### config.mk
export PLATFORM = sky130hd
export DESIGN_NAME = inst_queue
export DESIGN_NICKNAME = d
export VERILOG_FILES = /design/src/rtl/inst_queue_pkg.sv /design/src/rtl/iq_ptr_ctrl.sv /design/src/rtl/inst_queue.sv
export SDC_FILE = /design/constraint.sdc
export NUM_CORES = 2
export LEC_CHECK = 0
export CORE_MARGIN = 2
export CORE_UTILIZATION = 30
export CTS_CLUSTER_SIZE = 8
export DETAILED_ROUTE_END_ITERATION = 10
export HOLD_SLACK_MARGIN = 0.06
export PLACE_DENSITY = 0.46
export SYNTH_ARGS = -nofsm -noshare
export SYNTH_HDL_FRONTEND = slang
export SYNTH_SLANG_ARGS = --single-unit
### constraint.sdc
create_clock -name clk -period 9.3 [get_ports clk]
set_input_delay 1.86 -clock clk [delete_from_list [all_inputs] [get_ports clk]]
set_output_delay 1.86 -clock clk [all_outputs]
set_load 0.01 [all_outputs]
### src/rtl/inst_queue_pkg.sv
// Shared definitions for the fetch-to-decode instruction queue: exception codes,
// the NOP substituted on excepting entries, and the stored entry layout.
package inst_queue_pkg;

    typedef enum logic [5:0] {
        EXC_NONE = 6'h00,
        EXC_PIF  = 6'h03,
        EXC_PPI  = 6'h07,
        EXC_ADEF = 6'h08,
        EXC_TLBR = 6'h3f
    } exception_t;

    localparam logic [31:0] NOP_INST = 32'h03400000;

    typedef struct packed {
        logic [31:0] pc;
        logic [31:0] inst;
        logic        pred_taken;
        logic [31:0] pred_target;
        logic        excp;
        exception_t  ecode;
    } iq_entry_t;

endpackage

### src/rtl/iq_ptr_ctrl.sv
// Head/tail/occupancy bookkeeping for inst_queue: consume clamping, whole-group
// accept check against start-of-cycle occupancy, and the sticky overflow flag.
module iq_ptr_ctrl #(
    parameter  int DEPTH   = 8,
    parameter  int IN_W    = 2,
    parameter  int OUT_W   = 2,
    parameter  int RESERVE = 2 * IN_W,
    localparam int PTR_W   = $clog2(DEPTH),
    localparam int CNT_W   = $clog2(DEPTH + 1),
    localparam int ISZ_W   = $clog2(IN_W + 1),
    localparam int CSM_W   = $clog2(OUT_W + 1)
) (
    input  logic             clk,
    input  logic             reset,
    input  logic             i_flush,
    input  logic [ISZ_W-1:0] i_in_size,
    input  logic [CSM_W-1:0] i_consume,
    output logic [PTR_W-1:0] o_head,
    output logic [PTR_W-1:0] o_tail,
    output logic [CNT_W-1:0] o_count,
    output logic             o_wr_en,
    output logic [CNT_W-1:0] o_eff_consume,
    output logic             o_in_ready,
    output logic             o_overflow_err
);

    logic [PTR_W-1:0] r_head;
    logic [PTR_W-1:0] r_tail;
    logic [CNT_W-1:0] r_count;
    logic             r_overflow_err;

    logic [CNT_W-1:0] w_free;
    logic [CNT_W-1:0] w_in_size;
    logic [CNT_W-1:0] w_consume;
    logic [CNT_W-1:0] w_eff_consume;
    logic [CNT_W-1:0] w_acc_size;
    logic             w_accept;
    logic             w_idle;

    assign w_idle        = reset | i_flush;
    assign w_free        = CNT_W'(DEPTH) - r_count;
    assign w_in_size     = CNT_W'(i_in_size);
    assign w_consume     = CNT_W'(i_consume);
    // Space check uses start-of-cycle occupancy; a same-cycle retire frees nothing.
    assign w_accept      = (w_in_size <= w_free);
    assign w_eff_consume = (w_consume > r_count) ? r_count : w_consume;
    assign w_acc_size    = w_accept ? w_in_size : '0;

    always_ff @(posedge clk) begin
        // NOTE: non-blocking so every register samples start-of-cycle values.
        if (reset) begin
            r_head         <= '0;
            r_tail         <= '0;
            r_count        <= '0;
            r_overflow_err <= 1'b0;
        end else if (i_flush) begin
            r_head  <= '0;
            r_tail  <= '0;
            r_count <= '0;
        end else begin
            r_head  <= r_head + PTR_W'(w_eff_consume);
            r_tail  <= r_tail + PTR_W'(w_acc_size);
            r_count <= r_count + w_acc_size - w_eff_consume;
            if (!w_accept) begin
                r_overflow_err <= 1'b1;
            end
        end
    end

    assign o_head         = r_head;
    assign o_tail         = r_tail;
    assign o_count        = r_count;
    assign o_wr_en        = w_accept & ~w_idle;
    assign o_eff_consume  = w_idle ? '0 : w_eff_consume;
    assign o_in_ready     = (w_free >= CNT_W'(RESERVE));
    assign o_overflow_err = r_overflow_err;

endmodule

### src/rtl/inst_queue.sv
// Circular instruction queue between fetch and decode with per-entry exception tags.
// Optional statistics counters are built when INST_QUEUE_STAT_EN is defined.
module inst_queue
    import inst_queue_pkg::*;
#(
    parameter  int          DEPTH    = 8,
    parameter  int          IN_W     = 2,
    parameter  int          OUT_W    = 2,
    parameter  int          RESERVE  = 2 * IN_W,
    parameter  logic [31:0] NOP_INST = inst_queue_pkg::NOP_INST,
    localparam int          PTR_W    = $clog2(DEPTH),
    localparam int          CNT_W    = $clog2(DEPTH + 1),
    localparam int          ISZ_W    = $clog2(IN_W + 1),
    localparam int          CSM_W    = $clog2(OUT_W + 1)
) (
    input  logic                        clk,
    input  logic                        reset,
    input  logic                        flush,
    input  logic [ISZ_W-1:0]            in_size,
    output logic                        in_ready,
    input  logic [IN_W-1:0][31:0]       in_pc,
    input  logic [IN_W-1:0][31:0]       in_inst,
    input  logic [IN_W-1:0]             in_pred_taken,
    input  logic [IN_W-1:0][31:0]       in_pred_target,
    input  logic [IN_W-1:0]             in_excp,
    input  exception_t [IN_W-1:0]       in_ecode,
    output logic [OUT_W-1:0]            out_valid,
    output logic [OUT_W-1:0][31:0]      out_pc,
    output logic [OUT_W-1:0][31:0]      out_inst,
    output logic [OUT_W-1:0]            out_pred_taken,
    output logic [OUT_W-1:0][31:0]      out_pred_target,
    output logic [OUT_W-1:0]            out_excp,
    output exception_t [OUT_W-1:0]      out_ecode,
    input  logic [CSM_W-1:0]            consume,
    output logic [CNT_W-1:0]            count,
    output logic                        overflow_err
`ifdef INST_QUEUE_STAT_EN
    ,
    output logic [31:0]                 stat_empty_cyc,
    output logic [31:0]                 stat_stall_cyc,
    output logic [31:0]                 stat_issue_cnt
`endif
);

    logic [PTR_W-1:0] w_head;
    logic [PTR_W-1:0] w_tail;
    logic [CNT_W-1:0] w_count;
    logic             w_wr_en;
    logic [CNT_W-1:0] w_eff_consume;
    logic             w_in_ready;

    iq_entry_t r_mem      [DEPTH];
    iq_entry_t w_wr_entry [IN_W];
    iq_entry_t w_rd_entry [OUT_W];

    iq_ptr_ctrl #(
        .DEPTH   (DEPTH),
        .IN_W    (IN_W),
        .OUT_W   (OUT_W),
        .RESERVE (RESERVE)
    ) u_ptr_ctrl (
        .clk            (clk),
        .reset          (reset),
        .i_flush        (flush),
        .i_in_size      (in_size),
        .i_consume      (consume),
        .o_head         (w_head),
        .o_tail         (w_tail),
        .o_count        (w_count),
        .o_wr_en        (w_wr_en),
        .o_eff_consume  (w_eff_consume),
        .o_in_ready     (w_in_ready),
        .o_overflow_err (overflow_err)
    );

    always_comb begin
        for (int i = 0; i < IN_W; i++) begin
            // NOTE: defaults first so no latch is inferred on any field.
            w_wr_entry[i]             = '0;
            w_wr_entry[i].pc          = in_pc[i];
            w_wr_entry[i].inst        = in_inst[i];
            w_wr_entry[i].pred_taken  = in_pred_taken[i];
            w_wr_entry[i].pred_target = in_pred_target[i];
            w_wr_entry[i].excp        = in_excp[i];
            w_wr_entry[i].ecode       = in_ecode[i];
        end
    end

    // NOTE: storage is deliberately not reset; out_valid masks stale entries.
    always_ff @(posedge clk) begin
        for (int i = 0; i < IN_W; i++) begin
            if (w_wr_en && (i < int'(in_size))) begin
                r_mem[w_tail + PTR_W'(i)] <= w_wr_entry[i];
            end
        end
    end

    // Zero-latency issue window: entry head+k on lane k, wrapping naturally.
    always_comb begin
        for (int k = 0; k < OUT_W; k++) begin
            w_rd_entry[k]      = r_mem[w_head + PTR_W'(k)];
            out_valid[k]       = (w_count > CNT_W'(k));
            out_pc[k]          = w_rd_entry[k].pc;
            out_inst[k]        = w_rd_entry[k].excp ? NOP_INST : w_rd_entry[k].inst;
            out_pred_taken[k]  = w_rd_entry[k].pred_taken;
            out_pred_target[k] = w_rd_entry[k].pred_target;
            out_excp[k]        = w_rd_entry[k].excp;
            out_ecode[k]       = w_rd_entry[k].ecode;
        end
    end

    assign count    = w_count;
    assign in_ready = w_in_ready;

`ifdef INST_QUEUE_STAT_EN
    logic [31:0] r_stat_empty_cyc;
    logic [31:0] r_stat_stall_cyc;
    logic [31:0] r_stat_issue_cnt;

    // Flush leaves the statistics alone; only reset clears them.
    always_ff @(posedge clk) begin
        if (reset) begin
            r_stat_empty_cyc <= '0;
            r_stat_stall_cyc <= '0;
            r_stat_issue_cnt <= '0;
        end else begin
            if (w_count == '0) begin
                r_stat_empty_cyc <= r_stat_empty_cyc + 32'd1;
            end
            if (!w_in_ready) begin
                r_stat_stall_cyc <= r_stat_stall_cyc + 32'd1;
            end
            r_stat_issue_cnt <= r_stat_issue_cnt + 32'(w_eff_consume);
        end
    end

    assign stat_empty_cyc = r_stat_empty_cyc;
    assign stat_stall_cyc = r_stat_stall_cyc;
    assign stat_issue_cnt = r_stat_issue_cnt;
`endif

endmodule

==> flow_summary.rst <==
.. list-table::
   :header-rows: 1

   * - Metric
     - Value
   * - Outcome
     - complete, no violations
   * - Via/cell ratio
     - 5.48
   * - List of most frequent post-synthesis cells
     - 832 x sky130_fd_sc_hd__edfxtp_1, 683 x sky130_fd_sc_hd__mux2_2, 414 x sky130_fd_sc_hd__mux4_2
   * - Top area cells in the synthesized netlist
     - sky130_fd_sc_hd__edfxtp_1 51%, sky130_fd_sc_hd__mux4_2 19%, sky130_fd_sc_hd__mux2_2 16%
   * - Xor and xnor area share after synthesis
     - 0.162%
   * - CP Capture Type
     - output port
   * - Reg-to-Reg End
     - r_mem[7][86]
   * - WS Path Type
     - reg2out
   * - Beginning of the worst register-to-register path
     - u_ptr_ctrl.o_count[0]
   * - Fraction of the mapped netlist area in simple logic gates
     - 3.49%
   * - Family with the most delay on the worst path
     - buffers and inverters
   * - CTS Sinks
     - 843
   * - Post-CTS setup-driven buffer insertion count
     - 0
   * - Netlist area before placement
     - 0.0486 sq mm
   * - Die extent in x
     - 406 um
   * - Total via count in the routed design
     - 30154
   * - Normalized max-slew margin
     - 14.3%
   * - Total of warnings raised by yosys
     - 0
   * - Cell with the most instances after synthesis
     - sky130_fd_sc_hd__edfxtp_1
   * - Clock transition at the registers of the reported paths
     - 0.06 ns
   * - Floorplan row count
     - 147
   * - Cells on Worst Hold Path
     - 1
   * - Worst Skew
     - 0.0307 ns
   * - Share of the synthesized area in the top cell type
     - 51.4%
   * - Number of flops mapped to enable cells by yosys
     - 832
   * - Count of endpoints failing setup in the final report
     - 0
   * - Crit path launch type
     - register
   * - Number of hold violations in the final report
     - 0
   * - Fmax
     - 145 MHz
   * - Detailed placement HPWL
     - 92300 um
   * - Total power divided by cell area
     - 221 mW/mm^2
   * - Starting utilization of the core area
     - 30.2%
   * - Worst Max-Slew Pin Slew
     - 1.29 ns
   * - DRC violation count after routing
     - 0
   * - Synthesized instance count
     - 2938
   * - CP arrival
     - 5.04 ns
   * - VDD IR-drop max
     - 0.000165 V
   * - Post-Synthesis Net Count
     - 3173
   * - Aggregate negative setup slack
     - 0 ns
   * - Compound-gate portion of the synthesized area
     - 1.13%
   * - DIE HEIGHT
     - 406 um
   * - Post-synth ARST share
     - 0%
   * - CTS resizes
     - 0
   * - Number of fill cells
     - 15155
   * - Pin count of the biggest net entering global routing
     - 149
   * - Post-synthesis sequential element count
     - 843
   * - Most used DFF post-synth
     - sky130_fd_sc_hd__edfxtp_1
   * - Number of buffers inserted by hold repair at cts
     - 0
   * - Leakage
     - 18.5 nW
   * - Ordered list of cells on the worst path
     - buf_4 -> buf_12 -> mux4_2 -> nand2b_1 -> o21ai_0 -> clkdlybuf4s50_1
   * - Critical-path maximum fanout
     - 148
   * - Per-cell routed wire length
     - 30.8 um
   * - Vias in the first global route
     - 32939
   * - Overall routing resource usage
     - 20.4%
   * - Delay of the slowest cell on the worst path
     - 0.90 ns
   * - Setup repair after global routing missed its margin
     - no
   * - Number of antenna violations at the first check in global routing
     - 33
   * - Overall overflow remaining after global route
     - 0
   * - HP Start
     - u_ptr_ctrl.o_overflow_err
   * - Weighted congestion reported at the end of routability-driven placement
     - 0.758
   * - Number of I/O pins
     - 431
   * - Max-slew violation count
     - 0
   * - Worst-case reg-to-reg path depth
     - 7
   * - TritonRoute pass-1 iters
     - 5
   * - Syn_area_per_cell
     - 16.5 sq um
   * - Post-route antenna net violation count
     - 0
   * - Std-Cell Core Area
     - 0.161 sq mm
   * - Drt first-iter violations
     - 2130
   * - Hold Crit Endpoint
     - u_ptr_ctrl.o_overflow_err
   * - Total wirelength of the detailed-routed design
     - 170000 um
   * - Area growth from synthesis to layout
     - 20.2%
   * - Proportion of synthesized area in mux cells
     - 40.3%
   * - Sequential fraction of the synthesis area
     - 51.9%
   * - CTS tree
     - done
   * - Total number of H-tree levels
     - 3
   * - Area of the die
     - 0.165 sq mm
   * - Worst reg2reg setup slack
     - 5.08 ns
   * - Final critical path time including I/O delays and setup
     - 6.90 ns
   * - Clk Latency, worst-skew pair
     - 0.76 ns
   * - Combined buffer and inverter count along the critical path
     - 3
   * - First-pass GRT wire length
     - 242000 um
   * - Util after Layout
     - 36.3%
   * - Share of the cycle needed by the critical path after routing
     - 74.2%
   * - Max-cap violations
     - 0
   * - Root Driver
     - sky130_fd_sc_hd__clkbuf_16
   * - Area leader, netlist
     - sky130_fd_sc_hd__edfxtp_1
   * - Post-Synth Adder-Cell Area
     - 0.577%
   * - Largest family of logic cells by synthesized area
     - multiplexers
   * - Share of layout cells above drive strength 1
     - 39.1%
   * - Min-delay worst type
     - reg2reg
   * - Required time reported for the critical path endpoint
     - 7.44 ns
   * - Post-layout nets
     - 3549
   * - CTS buffer count
     - 117
   * - Count of buffers inserted at the top-level ports
     - 430
   * - Max Root-Sink Buffers
     - 3
   * - Number of different library cells in the post-synthesis netlist
     - 41
   * - Cell type of the slowest stage on the worst timing path
     - sky130_fd_sc_hd__dfxtp_4
==> layout make-up <==
cell class | instances | area (sq um) | area share [%]
Timing Repair Buffer | 490 | 4890 | 8.38
Clock inverter | 10 | 150 | 0.257
Clock buffer | 134 | 3010 | 5.16
Multi-Input combinational cell | 1840 | 22300 | 38.2
Sequential cell | 843 | 25200 | 43.2
Inverter | 22 | 82.6 | 0.141
Antenna cell | 7 | 17.5 | 0.0300
Tap cell | 2160 | 2700 | 4.63
==> metrics by stage <==
step | hold WS, ns | power [mW] | setup slack, ns | instances | instance area [sq um]
after detailed placement | 0.482 | 9.15 | 3.08 | 5355 | 55200
final | 0.490 | 12.9 | 2.40 | 5506 | 58400
after global routing | 0.507 | 13.5 | 2.09 | 5505 | 58400
after floorplan | 0.526 | 7.11 | 0.812 | 2938 | 48600
after CTS | 0.495 | 13.1 | 2.26 | 5499 | 58400
after global placement | 0.486 | 9.11 | 3.14 | 5355 | 55200
==> per-layer routing <==
metal	vias to the layer above	wire, um	share of wire (%)	track usage, %
met1	16178	70200	41	26.0
li1	12704	-	-	-
met4	42	3650	2.2	5.19
met3	268	10900	6.4	4.74
met5	-	291	0.17	0
met2	962	84600	50	34.9
==> flip-flops by register name (all words and copies together) (netlist names) <==
| signal | flops |
|---|---|
| u_ptr_ctrl.o_tail | 3 |
| u_ptr_ctrl.o_count | 4 |
| r_mem | 832 |
| u_ptr_ctrl.o_overflow_err | 1 |
| u_ptr_ctrl.o_head | 3 |
==> worst reg2reg max path, stage by stage (launching register included) <==
cell	delay, ns
sky130_fd_sc_hd__dfxtp_1	0.50
sky130_fd_sc_hd__inv_1	0.14
sky130_fd_sc_hd__ha_1	0.27
sky130_fd_sc_hd__a41oi_2	0.89
sky130_fd_sc_hd__nor2_1	0.11
sky130_fd_sc_hd__buf_4	0.25
sky130_fd_sc_hd__a21oi_4	0.87
sky130_fd_sc_hd__buf_12	0.67
==> logic make-up after synthesis <==
logic type | after synthesis
adder cells (fa/ha/maj) | 20
flip-flops | 843
AO/OA/AOI/OAI | 94
XOR/XNOR | 9
multiplexers | 1324
AND/OR/NAND/NOR | 393
buffers and inverters | 255
==> cells in the final DEF (no fill, tap or decap), drive strengths merged, types with 3 or more instances in the layout <==
master	instances
mux4	414
a22oi	3
nand2b	30
nor2	19
clkdlybuf4s50	430
and2	4
o211ai	5
clkinv	7
o21ai	68
mux2i	5
nand3	63
a21oi	6
nor2b	4
buf	60
nor3	12
inv	24
diode	7
fa	4
clkbuf	134
nand2	252
edfxtp	832
mux2	905
xnor2	5
a31oi	7
ha	16
dfxtp	11
xor2	4
==> how the worst max path moves through the flow <==
stage,start,cells past startpoint,endpoint
5_1_grt,u_ptr_ctrl.o_head[0],6,out_inst[1]
3_5_place_dp,u_ptr_ctrl.o_head[0],6,out_inst[33]
6_report,u_ptr_ctrl.o_head[0],6,out_inst[33]
2_1_floorplan,in_size[1],6,r_mem[5][0]
3_3_place_gp,u_ptr_ctrl.o_head[0],6,out_inst[1]
4_1_cts,u_ptr_ctrl.o_head[0],6,out_inst[33]
==> power breakdown <==
group,switching [mW],internal [mW]
registers,0.119,4.42
logic,2.33,2.15
clock network,1.65,2.27
No activity file was read; power rests on OpenSTA's default activity.
